$ cat config.mk
export PLATFORM = sky130hd
export DESIGN_NAME = tty_uart_tx_flat
export DESIGN_NICKNAME = d
export VERILOG_FILES = /design/src/rtl/tty_uart_tx_if.sv /design/src/rtl/tty_uart_tx.sv /design/src/flat_wrapper.sv
export SDC_FILE = /design/constraint.sdc
export NUM_CORES = 1
export LEC_CHECK = 0
export CORE_MARGIN = 3
export CORE_UTILIZATION = 55
export CTS_BUF_LIST = sky130_fd_sc_hd__clkbuf_16
export DETAILED_ROUTE_END_ITERATION = 8
export PLACE_DENSITY = 0.73
export RECOVER_POWER = 25
export SLEW_MARGIN = 30
export SYNTH_ARGS = -nofsm -noshare
export SYNTH_HDL_FRONTEND = slang
export SYNTH_SLANG_ARGS = --single-unit
export TNS_END_PERCENT = 5
$ cat constraint.sdc
create_clock -name HCLK -period 3.6 [get_ports HCLK]
set_input_delay 1.08 -clock HCLK [delete_from_list [all_inputs] [get_ports HCLK]]
set_output_delay 1.08 -clock HCLK [all_outputs]
set_load 0.02 [all_outputs]
$ cat src/rtl/tty_uart_tx_if.sv
// Memory-interface side of the TTY console: write strobe, AHB ready and the byte to print.
interface tty_uart_tx_if;
    logic       HREADY;
    logic       tty_enable;
    logic [7:0] tty_data;

    modport master (output HREADY, output tty_enable, output tty_data);
    modport slave  (input  HREADY, input  tty_enable, input  tty_data);
endinterface

$ cat src/rtl/tty_uart_tx.sv
// TTY console back-end: buffers bytes written by the CPU and sends them as 8N1 UART frames, LSB first.
// Handshake: a byte is offered on every HCLK edge where tty_enable & HREADY; it is accepted unless the FIFO is full and not popping.
module tty_uart_tx #(
    parameter int FIFO_DEPTH_LOG2 = 4,
    parameter int BAUD_DIV        = 16
) (
    input  logic                     HCLK,
    input  logic                     HRESETn,
    tty_uart_tx_if.slave             bus,
    output logic                     uart_txd,
    output logic                     tx_busy,
    output logic [FIFO_DEPTH_LOG2:0] fifo_count,
    output logic                     fifo_full,
    output logic                     overflow,
    output logic                     char_sent,
    output logic                     eol_pulse,
    output logic [1:0]               tx_state
);

    localparam int DEPTH = 1 << FIFO_DEPTH_LOG2;
    localparam int BW    = $clog2(BAUD_DIV);
    localparam logic [FIFO_DEPTH_LOG2:0] DEPTH_V  = (FIFO_DEPTH_LOG2 + 1)'(DEPTH);
    localparam logic [BW-1:0]            BAUD_MAX = BW'(BAUD_DIV - 1);

    typedef enum logic [1:0] {
        S_IDLE  = 2'd0,
        S_START = 2'd1,
        S_DATA  = 2'd2,
        S_STOP  = 2'd3
    } state_t;

    logic [7:0]                 mem [DEPTH];
    logic [FIFO_DEPTH_LOG2-1:0] wr_ptr;
    logic [FIFO_DEPTH_LOG2-1:0] rd_ptr;
    logic [FIFO_DEPTH_LOG2:0]   count;
    logic                       fifo_empty;
    logic                       push_req;
    logic                       push;
    logic                       pop;

    state_t     state, state_n;
    logic [BW-1:0] baud_cnt, baud_n;
    logic [2:0] bit_idx, bit_n;
    logic [7:0] tx_byte, byte_n;
    logic       txd_q, txd_n;
    logic       baud_last;

    assign fifo_empty = (count == '0);
    assign fifo_full  = (count == DEPTH_V);
    assign push_req   = bus.tty_enable & bus.HREADY;
    // A same-edge pop frees the slot, so a write to a full FIFO still lands.
    assign push       = push_req & (~fifo_full | pop);

    always_ff @(posedge HCLK) begin
        if (push) begin
            mem[wr_ptr] <= bus.tty_data;
        end
    end

    always_ff @(posedge HCLK or negedge HRESETn) begin
        if (!HRESETn) begin
            wr_ptr   <= '0;
            rd_ptr   <= '0;
            count    <= '0;
            overflow <= 1'b0;
        end else begin
            if (push) wr_ptr <= wr_ptr + 1'b1;
            if (pop)  rd_ptr <= rd_ptr + 1'b1;
            case ({push, pop})
                2'b10:   count <= count + 1'b1;
                2'b01:   count <= count - 1'b1;
                default: count <= count;
            endcase
            if (push_req && !push) overflow <= 1'b1;
        end
    end

    assign baud_last = (baud_cnt == BAUD_MAX);

    always_ff @(posedge HCLK or negedge HRESETn) begin
        if (!HRESETn) begin
            state    <= S_IDLE;
            baud_cnt <= '0;
            bit_idx  <= '0;
            tx_byte  <= '0;
            txd_q    <= 1'b1;
        end else begin
            state    <= state_n;
            baud_cnt <= baud_n;
            bit_idx  <= bit_n;
            tx_byte  <= byte_n;
            txd_q    <= txd_n;
        end
    end

    always_comb begin
        state_n = state;
        baud_n  = baud_cnt;
        bit_n   = bit_idx;
        byte_n  = tx_byte;
        txd_n   = txd_q;
        pop     = 1'b0;
        case (state)
            S_IDLE: begin
                baud_n = '0;
                txd_n  = 1'b1;
                if (!fifo_empty) begin
                    pop     = 1'b1;
                    byte_n  = mem[rd_ptr];
                    txd_n   = 1'b0;
                    state_n = S_START;
                end
            end
            S_START: begin
                if (baud_last) begin
                    baud_n  = '0;
                    bit_n   = 3'd0;
                    txd_n   = tx_byte[0];
                    state_n = S_DATA;
                end else begin
                    baud_n = baud_cnt + 1'b1;
                end
            end
            S_DATA: begin
                if (baud_last) begin
                    baud_n = '0;
                    if (bit_idx == 3'd7) begin
                        txd_n   = 1'b1;
                        state_n = S_STOP;
                    end else begin
                        bit_n = bit_idx + 3'd1;
                        txd_n = tx_byte[bit_idx + 3'd1];
                    end
                end else begin
                    baud_n = baud_cnt + 1'b1;
                end
            end
            S_STOP: begin
                if (baud_last) begin
                    baud_n = '0;
                    // Back-to-back: next start bit follows the stop bit with no idle gap.
                    if (!fifo_empty) begin
                        pop     = 1'b1;
                        byte_n  = mem[rd_ptr];
                        txd_n   = 1'b0;
                        state_n = S_START;
                    end else begin
                        txd_n   = 1'b1;
                        state_n = S_IDLE;
                    end
                end else begin
                    baud_n = baud_cnt + 1'b1;
                end
            end
            default: begin
                state_n = S_IDLE;
                txd_n   = 1'b1;
            end
        endcase
    end

    assign uart_txd   = txd_q;
    assign tx_busy    = (state != S_IDLE);
    assign fifo_count = count;
    assign char_sent  = (state == S_STOP) && baud_last;
    assign eol_pulse  = char_sent && (tx_byte == 8'h0D);
    assign tx_state   = state;

endmodule

$ cat src/flat_wrapper.sv
// flat-port wrapper written by rule: the top's interface ports become plain ports
module tty_uart_tx_flat 
#(
    parameter int FIFO_DEPTH_LOG2 = 4,
    parameter int BAUD_DIV        = 16
)
  (HCLK, HRESETn, uart_txd, tx_busy, fifo_count, fifo_full, overflow, char_sent, eol_pulse, tx_state, bus_HREADY, bus_tty_enable, bus_tty_data);
  tty_uart_tx_if bus_i ();
  input  logic HCLK;
  input  logic HRESETn;
  output logic uart_txd;
  output logic tx_busy;
  output logic [FIFO_DEPTH_LOG2:0] fifo_count;
  output logic fifo_full;
  output logic overflow;
  output logic char_sent;
  output logic eol_pulse;
  output logic [1:0] tx_state;
  input wire logic [$bits(bus_i.HREADY)-1:0] bus_HREADY;
  input wire logic [$bits(bus_i.tty_enable)-1:0] bus_tty_enable;
  input wire logic [$bits(bus_i.tty_data)-1:0] bus_tty_data;
  assign bus_i.HREADY = bus_HREADY;
  assign bus_i.tty_enable = bus_tty_enable;
  assign bus_i.tty_data = bus_tty_data;
  tty_uart_tx #(.FIFO_DEPTH_LOG2(FIFO_DEPTH_LOG2), .BAUD_DIV(BAUD_DIV)) u_core (.HCLK(HCLK), .HRESETn(HRESETn), .bus(bus_i), .uart_txd(uart_txd), .tx_busy(tx_busy), .fifo_count(fifo_count), .fifo_full(fifo_full), .overflow(overflow), .char_sent(char_sent), .eol_pulse(eol_pulse), .tx_state(tx_state));
endmodule
==> run summary <==
The run gives 55 as the distinct cell type count after synthesis. The share of the clock period used by the worst path after layout works out to 0.9449. The fraction of final layout cells sized beyond drive strength 1 is 0.2220. The most common cell in the synthesized netlist is edfxtp_1. The maximum achievable frequency is 294.0 MHz. The part of the total power dissipated in combinational logic came out at 0.328. The cell-internal power is 4.309 mW, and the average cell area after synthesis is 17.64 sq um. The static leakage power was 2.765 nW. The top cell type's share of synthesized area came out at 0.5646. The run gives 33 as the largest net degree at the start of global routing.

The max-slew violation count was 33. Core area: 12,060 sq um. The switching share of power is 0.3242, and the average wire per standard cell is 22.21 microns.

Setup repair after global routing left no endpoint under its margin. The run finished, with violations left. The combined global-route utilization of all metal layers was 0.2168. For the number of buffers inserted for hold repair after clock tree synthesis, the log shows 0.

After global routing the overflow that remains totals 0. The reported net switching power is 2.067 mW, and the number of I/O port buffers is 24. The share of power burned in registers was 0.413; the detail-routed via count per cell was 5.907. The maximum level of the CTS H-tree came out at 4.

The required time at the endpoint of the critical path is 2.52 ns, and the largest voltage drop on the vdd net is 0.4473 mV. For the pin with the worst max-slew slack, the measured transition is 1.774 ns. The final setup violation count was 0; the number of buffers added by the clock tree synthesis step was 17. The detailed router finished its first iteration with 350 violations. The most used flip-flop cell after synthesis is edfxtp_1. Sequential area share after synthesis: 0.6824. Synthesis inferred 160 register bits. Pin placement for this block handled 25 I/O pins. The nature of the critical path endpoint was an output pin. The clock drives 160 sinks. The width of the die works out to 117.3 microns. The relative contribution of the clock network to total power was 0.259. The insertion delay of the later-clocked pin in the worst-skew pair came out at 0.41 ns. The routability-driven placement congestion ratio was 0.8528. Site row count: 40. The number of antenna diodes in the final layout is 0. The starting density of the core is 0.5644, and the number of antenna violations at the first check in global routing is 0. The run gives 415 as the net count of the mapped netlist. The synthesized netlist occupies a cell area of 6808 sq um. By area the synthesized netlist is led by edfxtp_1, dfrtp_1, mux4_2. The post-detailed-routing wire length is 13.64 mm, and the total via count in the routed design is 3,627.

The time the worst path needs with I/O delays and setup is 3.401 ns. The total die area came out at 13,750 sq um. The worst setup path is launched from a flip-flop. In the final timing run, aggregate negative setup slack is 0 ns. The critical path is of the reg -> out type. The end-of-flow core utilization was 0.6540; the total power per unit cell area was 808.2 nW/um^2. Final antenna-violating net count: 0.

The biggest area contributor in the post-synthesis netlist is edfxtp_1. After detailed routing, the number of remaining DRC violations is 0. The buffer cell driving the clock tree root is clkbuf_16. The overall power consumption was 6.376 mW. The peak fanout along the critical path was 7; the number of maximum-capacitance constraint violations was 1.

Data arrives at the worst endpoint at 2.32 ns. Across the routed clock network, the largest skew measured is 0.01143 ns. For the wire length of the first global-routing pass, the log shows 21.23 mm.

In the synthesized netlist, the cells that appear most often are edfxtp_1, mux4_2, dfrtp_1. Counting along the longest clock path gives a buffer depth of 2. The post-synthesis async set-or-reset flop share works out to 0.2000.

The type of the tightest min-delay check is reg -> reg. The run gives 0 as the total of warnings raised by yosys. After clock tree synthesis, the clock-pin slew on the worst setup and hold paths is 0.06 ns.

Final hold violation count: 0. TritonCTS built the clock tree. The count of cells in the finished layout, fillers not included, comes to 614. The finished cells cover 7889 sq um.

For the number of detailed-routing iterations run before antenna repair, the log shows 4. The cell count after placement is 582, and the cell area after placement is 7342 sq um. The tools report the post-synthesis instance total as 386.

From bottom edge to top edge, the die measures 117.3 microns. The checks that failed: capacitance limit, slew limit. The via count of the first global-routing pass came out at 3,697. The number of nets at the end of the flow was 462; the number of enable-type register cells in the synthesized netlist was 128.

After legalization and detailed placement, the total HPWL measured 8.883 mm. From synthesis to final layout, the design area changed by 15.88%. The relative slew slack was -0.1830.
==> power groups by stage <==
stage / registers (mW) / logic (mW) / clock network (mW)
finish: 2.63 / 2.09 / 1.65
floorplan: 2.52 / 1.59 / 0
global placement: 2.64 / 2.00 / 0
CTS: 2.63 / 2.10 / 1.68
global route: 2.68 / 2.27 / 1.76
detailed placement: 2.66 / 2.08 / 0
==> final timing paths <==
check	from	to	slack, ns	cells after the start
worst min register to register	u_core.overflow	u_core.overflow	0.49	1
worst max register to register	u_core.tx_state[0]	u_core.fifo_count[4]	0.37	9
worst min-delay path	u_core.overflow	u_core.overflow	0.49	1
max in group asynchronous	HRESETn	u_core.rd_ptr[2]	0.76	2
min in group asynchronous	HRESETn	u_core.fifo_count[0]	1.67	2
worst max-delay path	u_core.fifo_count[0]	fifo_full	0.20	3
==> cell usage in the layout, fill, tap and decap left out, drive strengths merged, types with 6 or more instances in the layout <==
cell and count:
buf 22, nand2b 6, mux4 34, ha 16
dfrtp 31, clkbuf 18, a221oi 10, nor3 9
xnor2 8, o22ai 9, edfxtp 128, clkdlybuf4s50 20
inv 16, mux2 8, nand2 8, nor2 30
mux2i 8
==> per-layer routing <==
| layer | up-vias | wire length (microns) | global-route usage | part of all wire |
|---|---|---|---|---|
| met3 | 19 | 501 | 0.05090 | 0.037 |
| li1 | 1635 | - | - | - |
| met2 | 87 | 6945 | 0.3533 | 0.51 |
| met4 | 0 | 235 | 0.06651 | 0.017 |
| met5 | - | 0 | 0 | 0 |
| met1 | 1886 | 5957 | 0.2937 | 0.44 |
==> state kept, by name (all words and copies together) (netlist names) <==
signal / flops
u_core.baud_cnt: 4
u_core.fifo_count: 5
u_core.bit_idx: 3
u_core.wr_ptr: 4
u_core.mem: 128
u_core.overflow: 1
u_core.tx_byte: 8
u_core.tx_state: 2
u_core.rd_ptr: 4
u_core.uart_txd: 1
==> logic make-up after synthesis <==
group | synth area share
buf+inv | 0.02003
simple gates | 0.05661
compound gates | 0.05771
mux | 0.1380
flops | 0.6824
fa+ha+maj | 0.03235
xor+xnor | 0.01287
==> area by class of cell <==
class                   count  area, sq um
clock inverters            15        120.1
flip-flops and latches    160         4647
inverters                   9        33.78
repair buffers             47        421.7
fillers                   847         4173
multi-input cells         198         2031
well taps                 168        210.2
clock buffers              17        425.4
==> critical path, cell delays in order (launching register included) <==
cell	delay (ns)
dfrtp_1	0.49
or4_1	0.67
nor2_1	0.14
clkdlybuf4s50_1	0.61
==> metrics by stage <==
| step | hold WS, ns | worst slack [ns] |
|---|---|---|
| final | 0.4885 | 0.1985 |
| after detailed placement | 0.4628 | -0.03092 |
| after global routing | 0.5334 | 0.08103 |
| after global placement | 0.4529 | 0.2225 |
| after floorplan | 0.4588 | 0.5776 |
| after CTS | 0.4872 | 0.1691 |
==> timing repair <==
item	in CTS	in global routing
endpoints found under the setup margin	0	1
resized for setup	0	1
setup buffers	0	0
No activity file was read; power rests on OpenSTA's default activity.
